--- src/rtl/rs_alu_pkg.sv ---
// rs_alu_pkg: shared types for the ALU reservation station.
// Holds sizing constants, the renamed-op bundle and the entry layout.
package rs_alu_pkg;

    localparam int RS_ALU_DEPTH = 8;
    localparam int RS_PREG_W    = 7;
    localparam int RS_ROB_W     = 5;
    localparam int RS_N_WB      = 3;

    localparam logic [1:0] FU_ALU = 2'd1;

    typedef struct packed {
        logic                 valid;
        logic [6:0]           opcode;
        logic [2:0]           func3;
        logic [6:0]           func7;
        logic [31:0]          imm;
        logic [RS_PREG_W-1:0] pd;
        logic [RS_PREG_W-1:0] ps1;
        logic [RS_PREG_W-1:0] ps2;
        logic [RS_ROB_W-1:0]  rob_index;
        logic [1:0]           fu;
    } rs_data;

    typedef struct packed {
        rs_data data;
        logic   rdy1;
        logic   rdy2;
    } rs_alu_entry;

endpackage

--- src/rtl/rs_alu_if.sv ---
// rs_alu_if: dispatch, wakeup broadcast and issue signals of rs_alu.
// master = dispatch/writeback/fu_alu side, slave = reservation station.
interface rs_alu_if
    import rs_alu_pkg::*;
#(
    parameter int N_WB   = RS_N_WB,
    parameter int PREG_W = RS_PREG_W
);
    logic                   disp_valid;
    rs_data                 disp_data;
    logic                   disp_ps1_rdy;
    logic                   disp_ps2_rdy;
    logic                   rs_full;
    logic [N_WB-1:0]        wb_valid;
    logic [N_WB*PREG_W-1:0] wb_pd;
    logic                   fu_alu_ready;
    logic                   issued;
    rs_data                 issue_data;

    modport master (
        output disp_valid, disp_data, disp_ps1_rdy, disp_ps2_rdy,
        output wb_valid, wb_pd, fu_alu_ready,
        input  rs_full, issued, issue_data
    );

    modport slave (
        input  disp_valid, disp_data, disp_ps1_rdy, disp_ps2_rdy,
        input  wb_valid, wb_pd, fu_alu_ready,
        output rs_full, issued, issue_data
    );
endinterface

--- src/rtl/rs_wakeup_cmp.sv ---
// rs_wakeup_cmp: matches one physical tag against all writeback ports.
// Ports: i_tag, i_wb_valid[N_WB], i_wb_pd[N_WB*PREG_W] -> o_hit.
module rs_wakeup_cmp
    import rs_alu_pkg::*;
#(
    parameter int N_WB   = RS_N_WB,
    parameter int PREG_W = RS_PREG_W
) (
    input  logic [PREG_W-1:0]      i_tag,
    input  logic [N_WB-1:0]        i_wb_valid,
    input  logic [N_WB*PREG_W-1:0] i_wb_pd,
    output logic                   o_hit
);
    always_comb begin
        o_hit = 1'b0;
        for (int i = 0; i < N_WB; i++) begin
            if (i_wb_valid[i] && (i_wb_pd[i*PREG_W +: PREG_W] == i_tag)) begin
                o_hit = 1'b1;
            end
        end
    end
endmodule

--- src/rtl/rs_alu.sv ---
// rs_alu: collapsing-queue reservation station feeding fu_alu.
// Ports: i_clk, i_reset (sync, high), i_flush, io (rs_alu_if.slave).
module rs_alu
    import rs_alu_pkg::*;
#(
    parameter int DEPTH  = RS_ALU_DEPTH,
    parameter int PREG_W = RS_PREG_W,
    parameter int N_WB   = RS_N_WB
) (
    input  logic    i_clk,
    input  logic    i_reset,
    input  logic    i_flush,
    rs_alu_if.slave io
);
    localparam int CW = $clog2(DEPTH + 1);
    localparam int IW = (DEPTH > 1) ? $clog2(DEPTH) : 1;

    rs_alu_entry     r_ent [DEPTH];
    logic [CW-1:0]   r_count;

    logic [DEPTH-1:0] w_wk1;
    logic [DEPTH-1:0] w_wk2;
    logic [DEPTH-1:0] w_rdy;
    logic             w_d1;
    logic             w_d2;
    logic             w_sel_vld;
    logic [IW-1:0]    w_sel;
    logic             w_issue;
    logic             w_full;
    logic             w_accept;
    rs_alu_entry      w_new;
    rs_alu_entry      w_wok [DEPTH];
    rs_alu_entry      w_nxt [DEPTH];
    logic [CW-1:0]    w_cnt_after;
    logic [CW-1:0]    w_cnt_nxt;

    // Per-entry wakeup comparators on both source tags.
    for (genvar g = 0; g < DEPTH; g++) begin : g_ent
        rs_wakeup_cmp #(.N_WB(N_WB), .PREG_W(PREG_W)) u_cmp1 (
            .i_tag      (r_ent[g].data.ps1),
            .i_wb_valid (io.wb_valid),
            .i_wb_pd    (io.wb_pd),
            .o_hit      (w_wk1[g])
        );
        rs_wakeup_cmp #(.N_WB(N_WB), .PREG_W(PREG_W)) u_cmp2 (
            .i_tag      (r_ent[g].data.ps2),
            .i_wb_valid (io.wb_valid),
            .i_wb_pd    (io.wb_pd),
            .o_hit      (w_wk2[g])
        );
        // Select sees registered ready bits only: no same-cycle bypass.
        assign w_rdy[g] = (CW'(g) < r_count)
                        && r_ent[g].rdy1 && r_ent[g].rdy2;
    end

    // Dispatch operands can be woken by a same-cycle broadcast.
    rs_wakeup_cmp #(.N_WB(N_WB), .PREG_W(PREG_W)) u_dcmp1 (
        .i_tag      (io.disp_data.ps1),
        .i_wb_valid (io.wb_valid),
        .i_wb_pd    (io.wb_pd),
        .o_hit      (w_d1)
    );
    rs_wakeup_cmp #(.N_WB(N_WB), .PREG_W(PREG_W)) u_dcmp2 (
        .i_tag      (io.disp_data.ps2),
        .i_wb_valid (io.wb_valid),
        .i_wb_pd    (io.wb_pd),
        .o_hit      (w_d2)
    );

    // Priority encoder: lowest index (oldest) ready entry wins.
    always_comb begin
        w_sel_vld = 1'b0;
        w_sel     = '0;
        for (int i = DEPTH - 1; i >= 0; i--) begin
            if (w_rdy[i]) begin
                w_sel_vld = 1'b1;
                w_sel     = IW'(i);
            end
        end
    end

    assign w_full   = (r_count == CW'(DEPTH));
    assign w_issue  = io.fu_alu_ready && w_sel_vld;
    assign w_accept = io.disp_valid && !w_full;

    assign io.rs_full    = w_full;
    assign io.issued     = w_issue;
    assign io.issue_data = w_issue ? r_ent[w_sel].data : '0;

    always_comb begin
        w_new            = '0;
        w_new.data       = io.disp_data;
        w_new.data.valid = 1'b1;
        w_new.rdy1       = io.disp_ps1_rdy || (io.disp_data.ps1 == '0) || w_d1;
        w_new.rdy2       = io.disp_ps2_rdy || (io.disp_data.ps2 == '0) || w_d2;
    end

    // Wakeup, then collapse above the issued slot, then append.
    always_comb begin
        w_cnt_after = r_count - CW'(w_issue);
        for (int i = 0; i < DEPTH; i++) begin
            w_wok[i]      = r_ent[i];
            w_wok[i].rdy1 = r_ent[i].rdy1 || w_wk1[i];
            w_wok[i].rdy2 = r_ent[i].rdy2 || w_wk2[i];
        end
        for (int i = 0; i < DEPTH - 1; i++) begin
            if (w_issue && (IW'(i) >= w_sel)) begin
                w_nxt[i] = w_wok[i+1];
            end else begin
                w_nxt[i] = w_wok[i];
            end
        end
        if (w_issue) begin
            w_nxt[DEPTH-1] = '0;
        end else begin
            w_nxt[DEPTH-1] = w_wok[DEPTH-1];
        end
        if (w_accept) begin
            for (int i = 0; i < DEPTH; i++) begin
                if (CW'(i) == w_cnt_after) begin
                    w_nxt[i] = w_new;
                end
            end
        end
        w_cnt_nxt = w_cnt_after + CW'(w_accept);
    end

    always_ff @(posedge i_clk) begin
        if (i_reset || i_flush) begin
            r_count <= '0;
            for (int i = 0; i < DEPTH; i++) begin
                r_ent[i] <= '0;
            end
        end else begin
            r_count <= w_cnt_nxt;
            for (int i = 0; i < DEPTH; i++) begin
                r_ent[i] <= w_nxt[i];
            end
        end
    end
endmodule

--- src/flat_wrapper.sv ---
// flat-port wrapper written by rule: the top's interface ports become plain ports
module rs_alu_flat import rs_alu_pkg::*;
#(
    parameter int DEPTH  = RS_ALU_DEPTH,
    parameter int PREG_W = RS_PREG_W,
    parameter int N_WB   = RS_N_WB
)
  (i_clk, i_reset, i_flush, io_disp_valid, io_disp_data, io_disp_ps1_rdy, io_disp_ps2_rdy, io_wb_valid, io_wb_pd, io_fu_alu_ready, io_rs_full, io_issued, io_issue_data);
  rs_alu_if #(.N_WB(N_WB), .PREG_W(PREG_W)) io_i ();
  input  logic i_clk;
  input  logic i_reset;
  input  logic i_flush;
  input wire logic [$bits(io_i.disp_valid)-1:0] io_disp_valid;
  input wire logic [$bits(io_i.disp_data)-1:0] io_disp_data;
  input wire logic [$bits(io_i.disp_ps1_rdy)-1:0] io_disp_ps1_rdy;
  input wire logic [$bits(io_i.disp_ps2_rdy)-1:0] io_disp_ps2_rdy;
  input wire logic [$bits(io_i.wb_valid)-1:0] io_wb_valid;
  input wire logic [$bits(io_i.wb_pd)-1:0] io_wb_pd;
  input wire logic [$bits(io_i.fu_alu_ready)-1:0] io_fu_alu_ready;
  output wire logic [$bits(io_i.rs_full)-1:0] io_rs_full;
  output wire logic [$bits(io_i.issued)-1:0] io_issued;
  output wire logic [$bits(io_i.issue_data)-1:0] io_issue_data;
  assign io_i.disp_valid = io_disp_valid;
  assign io_i.disp_data = io_disp_data;
  assign io_i.disp_ps1_rdy = io_disp_ps1_rdy;
  assign io_i.disp_ps2_rdy = io_disp_ps2_rdy;
  assign io_i.wb_valid = io_wb_valid;
  assign io_i.wb_pd = io_wb_pd;
  assign io_i.fu_alu_ready = io_fu_alu_ready;
  assign io_rs_full = io_i.rs_full;
  assign io_issued = io_i.issued;
  assign io_issue_data = io_i.issue_data;
  rs_alu #(.DEPTH(DEPTH), .PREG_W(PREG_W), .N_WB(N_WB)) u_core (.i_clk(i_clk), .i_reset(i_reset), .i_flush(i_flush), .io(io_i));
endmodule
--- config.mk ---
export PLATFORM = sky130hd
export DESIGN_NAME = rs_alu_flat
export DESIGN_NICKNAME = d
export VERILOG_FILES = /design/src/rtl/rs_alu_pkg.sv /design/src/rtl/rs_alu_if.sv /design/src/rtl/rs_wakeup_cmp.sv /design/src/rtl/rs_alu.sv /design/src/flat_wrapper.sv
export SDC_FILE = /design/constraint.sdc
export NUM_CORES = 2
export LEC_CHECK = 0
export BUFFER_PORTS_ARGS = -buffer_cell sky130_fd_sc_hd__buf_2
export CORE_ASPECT_RATIO = 1.2
export CORE_MARGIN = 8
export CORE_UTILIZATION = 50
export CTS_CLUSTER_DIAMETER = 80
export DETAILED_ROUTE_END_ITERATION = 6
export PLACE_DENSITY = 0.67
export SYNTH_ARGS = -nofsm -noshare
export SYNTH_HDL_FRONTEND = slang
export SYNTH_SLANG_ARGS = --single-unit
--- constraint.sdc ---
create_clock -name i_clk -period 4.7 [get_ports i_clk]
set_input_delay 0.705 -clock i_clk [delete_from_list [all_inputs] [get_ports i_clk]]
set_output_delay 0.705 -clock i_clk [all_outputs]
set_load 0.03 [all_outputs]
==> out/qor.txt <==
vias in the first global route = 34700
cts bufs inserted = 70
vias per cell = 6.88
Die X = 262 um
Post-CTS Setup Inserts = 0
Root Driver = clkbuf_16
router iterations before antenna repair = 6
Syn-to-layout area delta = 8.60%
Setup Skew = 0.0308 ns
Worst R2R Setup Slack = 0.56 ns
violation count after the first detailed-route iteration = 5462
CTS tree = built
Slew HR = 0.193
worst-skew pair later-pin latency = 0.63 ns
worst hold stages = 3
asr flop ratio synth = 0
fin crit share = 0.964
first-pass GRT wire length = 215000 um
worst vdd ir = 0.222 mV
CP Data Arrival Time = 3.82 ns
final hold vios = 0
core area = 72000 um^2
GP Congestion = 0.952
crit start category = register
PortBufs = 187
fillers = 6710
Die ar. = 81200 um^2
CP peak stage delay = 0.66 ns
yosys warns = 0
worst min-delay path category = in2reg
depth of the most critical reg-to-reg path = 13
Remaining DRCs = 0
Yosys reg bits = 644
pwr dens = 314 nW/um^2
Max Root-Sink Buffers = 3
Slowest-stage cell, CP = dfxtp_1
# IOs = 189
kind of cell adding the most delay to the critical path = simple AND/OR/NAND/NOR gates
CP Capture Type = primary output
fin util = 0.545
MaxCap Viol Count = 0
fmax = 0.221 GHz
# setup viols final = 0
leakage = 13.3 nW
EDFF count, synth = 0
fin crit period = 4.53 ns
Worst Tran Pin Value = 1.21 ns
design area = 39300 um^2
Post-synth top flop = dfxtp_1
initial antenna violation count = 11
Overall Global Routing Usage = 0.334
worst endpoint required time = 3.99 ns
largest net degree at the start of global routing = 191
Post-Syn Instances = 4700
hold_sp = io_disp_data[55]
CP most frequent cell = buf_4
hold endpoint = u_core.r_ent[6][57]$_SDFF_PP0_
Area after DPL = 36800 um^2
syn_nets = 4813
Max Slew Vio Count = 0
total gr overflow = 0
post-synthesis sequential area ratio = 0.356
DRT antenna net count = 0
nets@finish = 4500
via count = 37000
Crit Path Max Fanout = 20
RSZ-0062 raised after global routing = false
initial core utilization = 0.502
status = finished clean
Clock transition at path regs = 0.06 ns
DR WL/cell = 26.6 um
Syn Area/Cell = 7.69 um^2
Rows = 108
CP bufs+invs = 3
DPL Wire Length = 77900 um
R2R Path Start = u_core.r_count[2]$_SDFF_PP0_
Crit Path Category = reg2out
wirelength, routed = 143000 um
synthesized area = 36200 um^2
TritonCTS Sinks = 644
chip height = 311 um
RR Endpoint = u_core.r_ent[0][45]$_SDFF_PP0_
setup_tns = 0 ns
post-synth cell types = 64
H-tree Lvls = 3
cell chain of the critical path = nor2_1, or3_4, nand2_1, o21ai_2, buf_4, nor3_4, buf_4, a22o_1, buf_2
layout cells sized above 1 = 0.0964
## worst max-delay path by stage
| stage | from | to | slack (ns) | depth (start not counted) |
|---|---|---|---|---|
| detailed placement | u_core.r_count[2]$_SDFF_PP0_ | u_core.r_ent[4][1]$_SDFF_PP0_ | 0.48 | 9 |
| CTS | u_core.r_count[2]$_SDFF_PP0_ | io_issue_data[15] | 0.07 | 9 |
| global route | u_core.r_count[2]$_SDFF_PP0_ | io_issue_data[32] | 0.11 | 9 |
| global placement | u_core.r_count[2]$_SDFF_PP0_ | u_core.r_ent[4][1]$_SDFF_PP0_ | 0.52 | 9 |
| floorplan | u_core.r_count[3]$_SDFF_PP0_ | u_core.r_ent[6][69]$_SDFF_PP0_ | 1.14 | 16 |
| finish | u_core.r_count[2]$_SDFF_PP0_ | io_issue_data[31] | 0.17 | 9 |
## repair_timing
| action | 4_1_cts | 5_1_grt |
|---|---|---|
| gates resized for setup | 2 | 3 |
| hold buffers | 0 | 0 |
| hold endpoints to repair | 0 | 0 |
| cloned | 0 | 0 |
| setup endpoints to repair | 2 | 9 |
## cells by family after synthesis
family                   Yosys count  synth area share
buffers and inverters            663            0.0767
AND/OR/NAND/NOR                 1425             0.164
adder cells (fa/ha/maj)            4           0.00138
XOR/XNOR                         383            0.0928
AO/OA/AOI/OAI                   1389             0.256
flip-flops                       644             0.356
multiplexers                     192            0.0532
## stage by stage
stage / total power [W] / instances / worst slack [ns] / hold slack, ns
CTS: 0.0123 / 5374 / 0.0652 / 0.360
global route: 0.0127 / 5379 / 0.105 / 0.399
global placement: 0.00651 / 5250 / 0.524 / 0.469
finish: 0.0124 / 5383 / 0.170 / 0.391
floorplan: 0.00627 / 4700 / 1.14 / 0.455
detailed placement: 0.00652 / 5250 / 0.476 / 0.472
## cell type report
cell class              instances  area, um^2  share of cell area
flip-flops and latches        644       12900               0.328
multi-input cells            3393       20800               0.529
well taps                     935        1170              0.0298
repair buffers                270        1970              0.0501
inverters                       8        32.5            0.000828
diodes                          9        22.5            0.000573
clock inverters                28         373             0.00949
clock buffers                  96        2050              0.0522
## placed cells by master (no fill, tap or decap), types with 109 or more instances in the layout
cell type    n
a311oi_1   294
xnor2_1    274
a21oi_1    257
nand2_1    673
o22ai_1    321
nor2_1     447
nand3_1    143
buf_2      186
xor2_1     109
dfxtp_1    644
o21ai_0    160
mux2i_1    190
## where the power goes
part           internal (W)  leakage [nW]  switching [W]  total, W
clock network       0.00350          1.19        0.00241   0.00592
registers           0.00551          5.20      0.0000507   0.00556
logic              0.000273          6.95       0.000603  0.000876
total               0.00928          13.3        0.00307    0.0124
## cell usage after synthesis, drive strengths merged, types with 2 or more instances
cell type,count,area [um^2]
a21oi,258,1300
nand2,678,2540
xor2,109,955
o21a,3,22.5
or4,2,15.0
mux2,2,22.5
mux2i,190,1900
a31oi,68,425
o31ai,3,22.5
a311oi,294,2570
buf,198,1030
nor4,28,181
nand3,148,746
o22a,2,17.5
and2,8,50.1
dfxtp,644,12900
a211oi,17,133
or3,4,25.0
ha,4,50.1
o211ai,4,30.0
xnor2,274,2400
nand2b,3,18.8
o32ai,2,17.5
nor3,8,45.0
a41oi,7,61.3
inv,8,30.0
o21ai,240,1210
o22ai,321,2010
a22oi,78,586
a22o,77,674
clkbuf,457,1720
nor2,453,1710
a21o,3,22.5
nand4,88,551
## sequential cells by signal, summed over array words and instances, names as in the netlist
register        count
u_core.r_count      4
u_core.r_ent      640
## per-layer routing
metal	share of wire	vias up	track usage
li1	-	16200	-
met1	0.39	17700	0.439
met2	0.45	2616	0.520
met3	0.12	465	0.0679
met4	0.045	4	0.160
met5	0.00019	-	0
## worst register-to-register path: stages, from the launching register on
cell and delay, ns:
dfxtp_1 0.66, nor2_1 0.25, or3_4 0.53, nand2_1 0.12, o21ai_2 0.07, inv_2 0.10, ha_1 0.16, nor3b_1 0.23
xnor2_1 0.21, and2_1 0.30, nand3_4 0.11, buf_4 0.85, nor2_1 0.12, a311oi_1 0.31
Power figures use the tool's default switching activity.
